File: src/rtl/ro_bus_deframer_if.sv
// Output handshake of the readout-bus deframer: tagged word, valid, ready.
interface ro_bus_deframer_if #(
  parameter int unsigned DATA_W = 7
);
  logic [DATA_W-1:0] out_data;
  logic              out_valid;
  logic              out_ready;

  modport master (output out_data, output out_valid, input out_ready);
  modport slave  (input out_data, input out_valid, output out_ready);
endinterface

File: src/rtl/ro_bus_deframer.sv
// Mirrors the gray-counter slot schedule of the shared readout bus, tags each
// sampled bus slot with its owning channel and queues it in a FWFT FIFO.
module ro_bus_deframer #(
  parameter int unsigned N_CH       = 19,
  parameter int unsigned CH_W       = 5,
  parameter int unsigned FIFO_DEPTH = 8
) (
  input  logic                   clk_master,
  input  logic                   rstb,
  input  logic                   en,
  input  logic [N_CH-1:0]        ch_en,
  input  logic                   bus_eve,
  input  logic                   bus_pol_eve,
  ro_bus_deframer_if.master      out_if,
  output logic                   ovf,
  input  logic                   clr_ovf,
  output logic [N_CH-1:0]        slot_cnt
);

  localparam int unsigned DATA_W = CH_W + 2;
  localparam int unsigned AW     = $clog2(FIFO_DEPTH);
  localparam int unsigned PW     = AW + 1;

  // Slot owner: lowest set bit + 1; count 0 is the gray MSB toggling back.
  function automatic logic [CH_W-1:0] slot_owner(input logic [N_CH-1:0] c);
    slot_owner = CH_W'(N_CH);
    for (int i = int'(N_CH) - 1; i >= 0; i--) begin
      if (c[i]) slot_owner = CH_W'(i + 1);
    end
  endfunction

  logic [N_CH-1:0]   slot_nx;
  logic [CH_W-1:0]   slot_ch;
  logic              pending;
  logic [CH_W-1:0]   pend_ch;
  logic              ch_sel;
  logic              push, pop, push_ok, drop;
  logic [DATA_W-1:0] wdata;

  logic [DATA_W-1:0] mem [FIFO_DEPTH];
  logic [PW-1:0]     wr_ptr, rd_ptr, wr_nx, rd_nx;
  logic              full, empty_nx;
  logic              valid_q;
  logic [DATA_W-1:0] head_q, head_nx;

  assign slot_nx = slot_cnt + N_CH'(1);
  assign slot_ch = slot_owner(slot_nx);

  // Mask lookup by channel number, no out-of-range index for any pend_ch.
  always_comb begin
    ch_sel = 1'b0;
    for (int i = 0; i < int'(N_CH); i++) begin
      if (pend_ch == CH_W'(i + 1)) ch_sel = ch_en[i];
    end
  end

  assign wdata   = {pend_ch, bus_eve, bus_pol_eve};
  assign push    = pending & ch_sel;
  assign full    = (wr_ptr[AW] != rd_ptr[AW]) && (wr_ptr[AW-1:0] == rd_ptr[AW-1:0]);
  assign pop     = valid_q & out_if.out_ready;
  assign push_ok = push & (~full | pop);
  assign drop    = push & full & ~pop;

  assign wr_nx    = wr_ptr + PW'(push_ok);
  assign rd_nx    = rd_ptr + PW'(pop);
  assign empty_nx = (wr_nx == rd_nx);

  // Next head: the word being written when it lands at the new read slot.
  always_comb begin
    head_nx = '0;
    if (!empty_nx) begin
      if (push_ok && (rd_nx[AW-1:0] == wr_ptr[AW-1:0])) head_nx = wdata;
      else                                              head_nx = mem[rd_nx[AW-1:0]];
    end
  end

  always_ff @(posedge clk_master) begin
    if (push_ok) mem[wr_ptr[AW-1:0]] <= wdata;
  end

  always_ff @(posedge clk_master or negedge rstb) begin
    if (!rstb) begin
      slot_cnt <= '0;
      pending  <= 1'b0;
      pend_ch  <= '0;
      wr_ptr   <= '0;
      rd_ptr   <= '0;
      valid_q  <= 1'b0;
      head_q   <= '0;
      ovf      <= 1'b0;
    end else begin
      pending <= en;
      if (en) begin
        slot_cnt <= slot_nx;
        pend_ch  <= slot_ch;
      end
      wr_ptr  <= wr_nx;
      rd_ptr  <= rd_nx;
      valid_q <= ~empty_nx;
      head_q  <= head_nx;
      if (drop)         ovf <= 1'b1;
      else if (clr_ovf) ovf <= 1'b0;
    end
  end

  assign out_if.out_data  = head_q;
  assign out_if.out_valid = valid_q;

endmodule
File: src/flat_wrapper.sv
// flat-port wrapper written by rule: the top's interface ports become plain ports
module ro_bus_deframer_flat 
#(
  parameter int unsigned N_CH       = 19,
  parameter int unsigned CH_W       = 5,
  parameter int unsigned FIFO_DEPTH = 8
)
  (clk_master, rstb, en, ch_en, bus_eve, bus_pol_eve, ovf, clr_ovf, slot_cnt, out_if_out_data, out_if_out_valid, out_if_out_ready);
  ro_bus_deframer_if out_if_i ();
  input  logic clk_master;
  input  logic rstb;
  input  logic en;
  input  logic [N_CH-1:0] ch_en;
  input  logic bus_eve;
  input  logic bus_pol_eve;
  output logic ovf;
  input  logic clr_ovf;
  output logic [N_CH-1:0] slot_cnt;
  output wire logic [$bits(out_if_i.out_data)-1:0] out_if_out_data;
  output wire logic [$bits(out_if_i.out_valid)-1:0] out_if_out_valid;
  input wire logic [$bits(out_if_i.out_ready)-1:0] out_if_out_ready;
  assign out_if_out_data = out_if_i.out_data;
  assign out_if_out_valid = out_if_i.out_valid;
  assign out_if_i.out_ready = out_if_out_ready;
  ro_bus_deframer #(.N_CH(N_CH), .CH_W(CH_W), .FIFO_DEPTH(FIFO_DEPTH)) u_core (.clk_master(clk_master), .rstb(rstb), .en(en), .ch_en(ch_en), .bus_eve(bus_eve), .bus_pol_eve(bus_pol_eve), .out_if(out_if_i), .ovf(ovf), .clr_ovf(clr_ovf), .slot_cnt(slot_cnt));
endmodule
File: config.mk
export PLATFORM = sky130hd
export DESIGN_NAME = ro_bus_deframer_flat
export DESIGN_NICKNAME = d
export VERILOG_FILES = /design/src/rtl/ro_bus_deframer_if.sv /design/src/rtl/ro_bus_deframer.sv /design/src/flat_wrapper.sv
export SDC_FILE = /design/constraint.sdc
export NUM_CORES = 1
export LEC_CHECK = 0
export ABC_AREA = 1
export CORE_UTILIZATION = 55
export CTS_CLUSTER_SIZE = 24
export DETAILED_ROUTE_END_ITERATION = 16
export PLACE_DENSITY = 0.78
export SLEW_MARGIN = 10
export SYNTH_ARGS = -nofsm -noshare
export SYNTH_HDL_FRONTEND = slang
export SYNTH_SLANG_ARGS = --single-unit
export TNS_END_PERCENT = 10
File: constraint.sdc
create_clock -name clk_master -period 9.2 [get_ports clk_master]
set_input_delay 1.84 -clock clk_master [delete_from_list [all_inputs] [get_ports clk_master]]
set_output_delay 1.84 -clock clk_master [all_outputs]
set_load 0.01 [all_outputs]
==> qor.txt <==
RR Endpoint: u_core.out_if.out_data[4]
row count: 33
ys flop type: edfxtp_1
vias in the first global route: 3632
CP arrival: 5.03 ns
worst-case clock buffer depth: 2
hold_sp: u_core.slot_cnt[18]
Root Driver: clkbuf_8
Yosys warning count: 0
CORE AREA: 0.008382 mm²
most frequent cell after synthesis: nand2_1
synthesized area per cell: 9.189 µm²
die area: 0.009218 mm²
post-route ant nets: 0
Crit Reg-Reg Startpoint: u_core.pend_ch[0]
grt ovf: 0
final setup margin: 4.430 ns
Max-slew headroom: 30.82%
Horiz. Die Dim: 96.01 µm
first-pass GRT wire length: 18130 µm
final wirelength: 11210 µm
Pwr Density: 300.8 mW/mm²
startpoint types: input pin
Synth area leader: edfxtp_1
pre-CTS WS: 4.058 ns
sequential fraction of the synthesis area: 56.22%
total CTS buffers: 9
EDFF count, synth: 56
PortBufs: 53
Crit Path Max Fanout: 8
period utilization: 51.85%
outcome: finished, final reports clean
DR vias: 3788
Yosys top cell area share: 34.59%
final period demand of the worst path: 4.770 ns
Lkg Pwr: 0.002320 µW
area of the multi-input gates: 0.001831 mm²
gp weighted congestion: 0.8978
total power draw: 1699 µW
number of fill cells: 639
setup bufs post-CTS: 0
register area: 0.002733 mm²
Max Freq: 209.6 MHz
Mapped Area: 0.004861 mm²
cts hold-fix bufs: 0
largest net degree at the start of global routing: 43
Slew @ Worst Pin: 1.038 ns
clock skew: 0.01511 ns
Starting Density: 57.99%
critical path class: input pin to register
CTS tree: built
antenna violations before repair: 0
CP max-delay cell: clkdlybuf4s50_1
Syn Nets: 560
Hold Path Class: register to register
drt first pass iters: 5
most used cell, CP: nand2_1
Worst R2R Path Depth: 22
Chip Height: 96.01 µm
flop-to-flop setup slack: 5.20 ns
area grow syn2layout: 16.22%
post-cts sizing count: 0
synth top area cells: edfxtp_1 (35%), dfrtp_1 (22%), nand2_1 (8.6%)
peak supply drop: 0.1229 mV
DRC: 0
Synth Register Bits: 98
clock slew at reported path FFs: 0.11 ns
max-cap viol count: 0
Worst-Skew Late Latency: 0.37 ns
Iter 0 DRT Violations: 238
Total Neg Setup Slack: 0 ns
Post-synth top cells: nand2_1 (112), nor2_1 (82), o21ai_0 (58)
CP peak stage delay: 0.45 ns
Nets: 606
CTS sink count: 98
setup violators final: 0
fin. max-slew vios: 0
num ports: 54
hold slack: 0.5318 ns
WHS Path Cells: 2
synthesized instance count: 529
layout cell share with drive strength beyond 1: 6.552%
Fin. Hold Viols: 0
Worst Setup End Kind: register
CTS H-tree lvls: 3
vias per std cell: 5.530
RSZ-0062 raised after global routing: false
CP required: 9.46 ns
Post-DP HPWL: 7584 µm
Hold EP: u_core.slot_cnt[18]
routed len/inst: 16.36 µm
Ant. Diodes: 0
Async S/R FF share, synth: 42.86%
All-Layer GR Usage: 26.50%
Synth cell types: 40
==> cell type report <==
class                   count  area share (%)
clock buffers               9           2.193
repair buffers             54           9.435
well taps                 105           2.326
multi-input cells         358           32.40
inverters                  54           3.588
clock inverters             7           1.683
flip-flops and latches     98           48.37
==> kinds of logic after synthesis <==
logic type | after synthesis | synth area share, %
DFF | 98 | 56.22
xor gates and xnor gates | 25 | 4.659
adders and majority gates | 5 | 1.287
AOI/OAI and AO/OA | 85 | 10.12
buffers and inverters | 73 | 6.126
and+or+nand+nor | 243 | 21.60
==> layout by cell type (no fill, tap or decap), drive strengths merged, types with 3 or more instances in the layout <==
cell type / count
inv: 57
clkbuf: 9
clkinv: 3
o22ai: 10
or2: 4
ha: 5
nand3: 16
edfxtp: 56
nand2: 117
xor2: 18
nor3: 9
nor2: 87
o221ai: 7
dfrtp: 42
o21ai: 60
clkdlybuf4s50: 52
nand4: 6
xnor2: 7
==> worst max-delay path: cells and delay by family <==
kind / cells / cell delay [ns]
xor+xnor: 2 / 0.31
fa+ha+maj: 2 / 0.37
buf+inv: 1 / 0.45
compound gates: 4 / 0.77
simple gates: 16 / 1.27
==> flip-flops by register name, indices dropped and copies added, names as in the netlist <==
| signal | flops |
|---|---|
| u_core.rd_ptr | 4 |
| u_core.out_if.out_data | 7 |
| u_core.wr_ptr | 4 |
| u_core.slot_cnt | 19 |
| u_core.out_if.out_valid | 1 |
| u_core.mem | 56 |
| u_core.pend_ch | 5 |
| u_core.pending | 1 |
| u_core.ovf | 1 |
==> metrics by stage <==
stage	util [%]	instance area [µm²]	cells
3_3_place_gp	64.79	5430	669
6_report	67.40	5649	685
5_1_grt	67.40	5649	685
4_1_cts	67.40	5649	685
2_1_floorplan	-	4861	529
3_5_place_dp	64.79	5430	669
==> power by group <==
part	leakage, µW	switching [µW]	internal [µW]
clock	0.000111	169	134
combinational	0.00117	452	275
sequential	0.00103	101	568
==> worst max path at each step <==
stage | from | end | slack (ns) | depth (start not counted)
after floorplan | ch_en[3] | u_core.out_if.out_data[6] | 5.01 | 24
after global placement | ch_en[3] | u_core.out_if.out_data[6] | 4.32 | 23
after detailed placement | ch_en[3] | u_core.out_if.out_data[6] | 4.06 | 25
after CTS | ch_en[3] | u_core.out_if.out_data[4] | 4.44 | 25
after global routing | ch_en[3] | u_core.out_if.out_data[3] | 4.00 | 25
final | ch_en[3] | u_core.out_if.out_data[4] | 4.43 | 25
==> routing by layer <==
layer / share of wire, % / vias up / routed length [µm] / GRT usage, %
met5: 0 / - / 0 / 0
met4: 1.6 / 0 / 175 / 9.080
met3: 7.0 / 16 / 783 / 4.976
met2: 45 / 128 / 5095 / 40.60
met1: 46 / 1798 / 5155 / 37.86
li1: - / 1846 / - / -
Power figures use the tool's default switching activity.
==> RTL edit 1 (same flow settings) <==
`N_CH` is set to 19 in 2 places; all go to 38.
--- a/src/rtl/ro_bus_deframer.sv
+++ b/src/rtl/ro_bus_deframer.sv
@@ -2,5 +2,5 @@
 // sampled bus slot with its owning channel and queues it in a FWFT FIFO.
 module ro_bus_deframer #(
-  parameter int unsigned N_CH       = 19,
+  parameter int unsigned N_CH       = 38,
   parameter int unsigned CH_W       = 5,
   parameter int unsigned FIFO_DEPTH = 8
--- a/src/flat_wrapper.sv
+++ b/src/flat_wrapper.sv
@@ -2,5 +2,5 @@
 module ro_bus_deframer_flat 
 #(
-  parameter int unsigned N_CH       = 19,
+  parameter int unsigned N_CH       = 38,
   parameter int unsigned CH_W       = 5,
   parameter int unsigned FIFO_DEPTH = 8
Interface: changed (resized ch_en and slot_cnt); port bits go from 54 to 92. No check against the original RTL was run, so the function may have changed too.
==> RTL edit 1 against the original RTL <==
- first-iteration DRC count grew 120%
- global-route usage grew 3.0 points
- routed wire length grew 45%
- final cell count grew 45%
- die area grew 28%
- power grew 42%
- sequential cell count grew 19
- worst setup slack lost 0.75 ns
- synthesized area grew 29%
- cell area grew 39%
- maximum frequency shrank 14%
- largest cell class unchanged
==> RTL edit 1: results (changes against the original RTL) <==
[final_layout]
nNetsFinal = 887  ; +46%
drive_above_1_share_pct = 6.35  ; -0.20 points
fin_cells = 990  ; +45%
n_fill_cell = 795  ; +24%

[logic_synthesis]
syn_nets = 804  ; +44%
synthFlopType = dfrtp_1
ys_seq_area_share_pct = 51.1  ; -5.1 points
ys_top_cells_by_count = nand2_1, nor2_1, o21ai_0
synth.distinct_cells = 41  ; +2.5%
synthTopCellsByArea = edfxtp_1, dfrtp_1, nand2_1
synth-compound-area-share_pct = 10.5  ; +0.38 points
postSynthCellCount = 754  ; +43%
async_reset_ff_share_pct = 52.1  ; +9.3 points
synthXorXnorAreaFrac_pct = 6.12  ; +1.5 points

[status]
status = completed

[place]
place.gp.congestion = 0.896  ; -0.18%
dpl.hpwl_mm = 10.8  ; +42%
dp_slack_ns = 3.36  ; -0.694 ns
dpl-instance-area_um2 = 7230  ; +33%
io_buffers = 85  ; +60%
placed_cells = 958  ; +43%

[critical_path]
arrival_ns = 5.81  ; +0.78 ns
crit_start = ch_en[7]
worst-r2r-cell-count = 31  ; +41%
r2r_slack_ns = 4.27  ; -0.93 ns

[power_and_ir_drop]
ir_worst_vdd_mv = 0.181  ; +47%
p_leak_nw = 3.19  ; +37%

[clock_tree]
cts_root_buf = clkbuf_16
cts-htree-levels = 4  ; +1
cts_buffers = 17  ; +8
clock_latency_ns = 0.42  ; +0.05 ns

[drt]
num_vias = 5726  ; +51%
drt-pass1-iter-count = 6  ; +1
drt-wirelength-per-cell_um = 16.4  ; +0.37%

[global_routing]
track_usage_pct = 29.5  ; +3.0 points
antenna_found_initial = 0  ; unchanged
grt_pass1_vias = 5432  ; +50%
grt_start_max_net_pins = 62  ; +44%
grt_pass1_wl_mm = 26.2  ; +45%

[hold_path]
holdPathStages = 1  ; -1
min_to = u_core.slot_cnt[37]
hp-start = u_core.slot_cnt[37]

[timing]
finalCritPeriodShare_pct = 60.0  ; +8.1 points
slew_headroom_pct = 35.8  ; +5.0 points
fin_skew_ns = 0.00918  ; -0.00593 ns
hold_ws_ns = 0.470  ; -0.0621 ns

-- RTL edit 1: cell count changes after synthesis, sizes merged, moves of 6 or more --
cell    delta
nand2     +95
nor2      +42
o21ai     +20
dfrtp     +19
nand3     +12
nand4      +9
xnor2      +9
xor2       +9
clkbuf     +6
inv        -6
-- RTL edit 1: report_power, final --
group	internal, mW	leakage [nW]	switching [mW]
logic	0.341	1.60	0.580
registers	0.675	1.29	0.122
clock network	0.456	0.301	0.247
-- RTL edit 1: metal layers --
layer	global-route usage [%]	routed length, um
met2	46.4	7560
met5	0	0
met1	40.0	7180
met4	12.3	359
met3	5.92	1170
-- RTL edit 1: area by class of cell --
| type | instances | share of cell area, % |
|---|---|---|
| clock inverter | 14 | 2.56 |
| sequential | 117 | 40.8 |
| timing repair buffer | 88 | 11.1 |
| multi-input combinational | 565 | 35.6 |
| inverter | 48 | 2.29 |
| tap | 140 | 2.23 |
| clock buffer | 18 | 5.46 |
==> RTL edit 2 (config.mk and constraints unchanged) <==
Made on the original files. Put one more register stage on the output `slot_cnt`, with the module's reset. The value now appears one clock later. The other outputs are not delayed to match.
--- a/src/rtl/ro_bus_deframer.sv
+++ b/src/rtl/ro_bus_deframer.sv
@@ -22,4 +22,6 @@
   localparam int unsigned PW     = AW + 1;
 
+  logic [N_CH-1:0] slot_cnt_s0;
+
   // Slot owner: lowest set bit + 1; count 0 is the gray MSB toggling back.
   function automatic logic [CH_W-1:0] slot_owner(input logic [N_CH-1:0] c);
@@ -44,5 +46,5 @@
   logic [DATA_W-1:0] head_q, head_nx;
 
-  assign slot_nx = slot_cnt + N_CH'(1);
+  assign slot_nx = slot_cnt_s0 + N_CH'(1);
   assign slot_ch = slot_owner(slot_nx);
 
@@ -81,5 +83,5 @@
   always_ff @(posedge clk_master or negedge rstb) begin
     if (!rstb) begin
-      slot_cnt <= '0;
+      slot_cnt_s0 <= '0;
       pending  <= 1'b0;
       pend_ch  <= '0;
@@ -92,5 +94,5 @@
       pending <= en;
       if (en) begin
-        slot_cnt <= slot_nx;
+        slot_cnt_s0 <= slot_nx;
         pend_ch  <= slot_ch;
       end
@@ -107,3 +109,11 @@
   assign out_if.out_valid = valid_q;
 
+  always_ff @(posedge clk_master or negedge rstb) begin
+    if (!rstb) begin
+      slot_cnt <= '0;
+    end else begin
+      slot_cnt <= slot_cnt_s0;
+    end
+  end
+
 endmodule
Behaviour: not the same (Yosys sat finds a counterexample within 4 cycles, from zero or initial values and one cycle with rstb low).
==> RTL edit 2 against the original RTL <==
- sequential share of layout area rose by 0.40 points
- power rose by 29%
- synthesized area rose by 10%
- sequential cell count rose by 19
- routed wire length rose by 12%
- worst setup slack improved by 0.13 ns
- core utilization rose by 3.1 points
- via count rose by 9.4%
- cell area rose by 16%
==> RTL edit 2: results (changes against the original RTL) <==
[status]
status = completed

[global_routing]
track_usage_pct = 27.1  ; +0.58 points
grt_pass1_wl_mm = 20.2  ; +12%
grt_pass1_vias = 4043  ; +11%

[drt]
via_per_inst = 5.55  ; +0.29%
drt_iter0_drc = 271  ; +14%
num_vias = 4143  ; +9.4%

[logic_synthesis]
postSynthCellCount = 548  ; +3.6%
synth_fa_ha_area_share_pct = 1.17  ; -0.12 points
syn_nets = 579  ; +3.4%
synthXorXnorAreaFrac_pct = 3.90  ; -0.75 points
synthFlopType = dfrtp_1
async_reset_ff_share_pct = 52.1  ; +9.3 points
ys_seq_area_share_pct = 59.9  ; +3.7 points

[hold_path]
min_to = u_core.slot_cnt[18]

[critical_path]
r2r_slack_ns = 5.39  ; +0.19 ns
worst-r2r-cell-count = 20  ; -9.1%
arrival_ns = 5.04  ; about the same

[place]
placed_cells = 715  ; +6.9%
place.gp.congestion = 0.894  ; -0.40%
dpl-instance-area_um2 = 5970  ; +10%
dpl.hpwl_mm = 7.89  ; +4.1%

[final_layout]
final_core_util_pct = 70.5  ; +3.1 points
n_fill_cell = 667  ; +4.4%

[clock_tree]
clock_latency_ns = 0.51  ; +0.14 ns
cts_buffers = 17  ; +8
clk_pin_slew_worst_paths_ns = 0.06  ; -0.05 ns

[timing]
hold_ws_ns = 0.394  ; -0.138 ns

[power_and_ir_drop]
ir_worst_vdd_mv = 0.165  ; +34%
p_leak_nw = 2.77  ; +19%

## RTL edit 2: changes by cell type after synthesis, moves of 3 or more
cell | unedited run | this run
nor3_1 | 8 | 4
nand2_2 | 4 | 10
o21ai_0 | 58 | 61
xor2_1 | 17 | 14
nor2_1 | 82 | 74
inv_2 | 2 | 5
inv_1 | 52 | 48
dfrtp_1 | 42 | 61
## RTL edit 2: area by class of cell
cell class / instances / share of cell area [%]
multi-input cells: 359 / 28.2
inverters: 55 / 3.18
clock buffers: 17 / 6.30
clock inverters: 15 / 2.87
well taps: 129 / 2.45
flip-flops and latches: 117 / 48.8
repair buffers: 55 / 8.22
## RTL edit 2: cells by family after synthesis
group	after synthesis
AND/OR/NAND/NOR	245
flip-flops	117
AO/OA/AOI/OAI	86
buffers and inverters	72
XOR/XNOR	23
adder cells (fa/ha/maj)	5
## RTL edit 2: worst max path at each step
stage | slack (ns) | cells past startpoint | endpoint
detailed placement | 4.14 | 24 | u_core.out_if.out_data[6]
global route | 4.25 | 24 | u_core.out_if.out_data[2]
global placement | 4.27 | 24 | u_core.out_if.out_data[6]
floorplan | 4.93 | 22 | u_core.out_if.out_data[2]
CTS | 4.60 | 24 | u_core.out_if.out_data[6]
finish | 4.56 | 25 | u_core.out_if.out_data[6]
## RTL edit 2: routing by layer
metal  track usage, %  share of wire (%)  vias up
met2             42.6                 46      189
met1             36.5                 44     1991
li1                 -                  -     1934
met4             11.5                2.5        0
met5                0                  0        -
met3             5.96                7.2       29
## RTL edit 2: power groups by stage
stage                     Sequential [mW]  Clock, mW  Combinational [mW]
after floorplan                     0.758          0               0.498
after global placement              0.773          0               0.693
after detailed placement            0.778          0               0.724
after CTS                           0.771      0.671               0.744
after global routing                0.786      0.698               0.839
final                               0.773      0.668               0.753
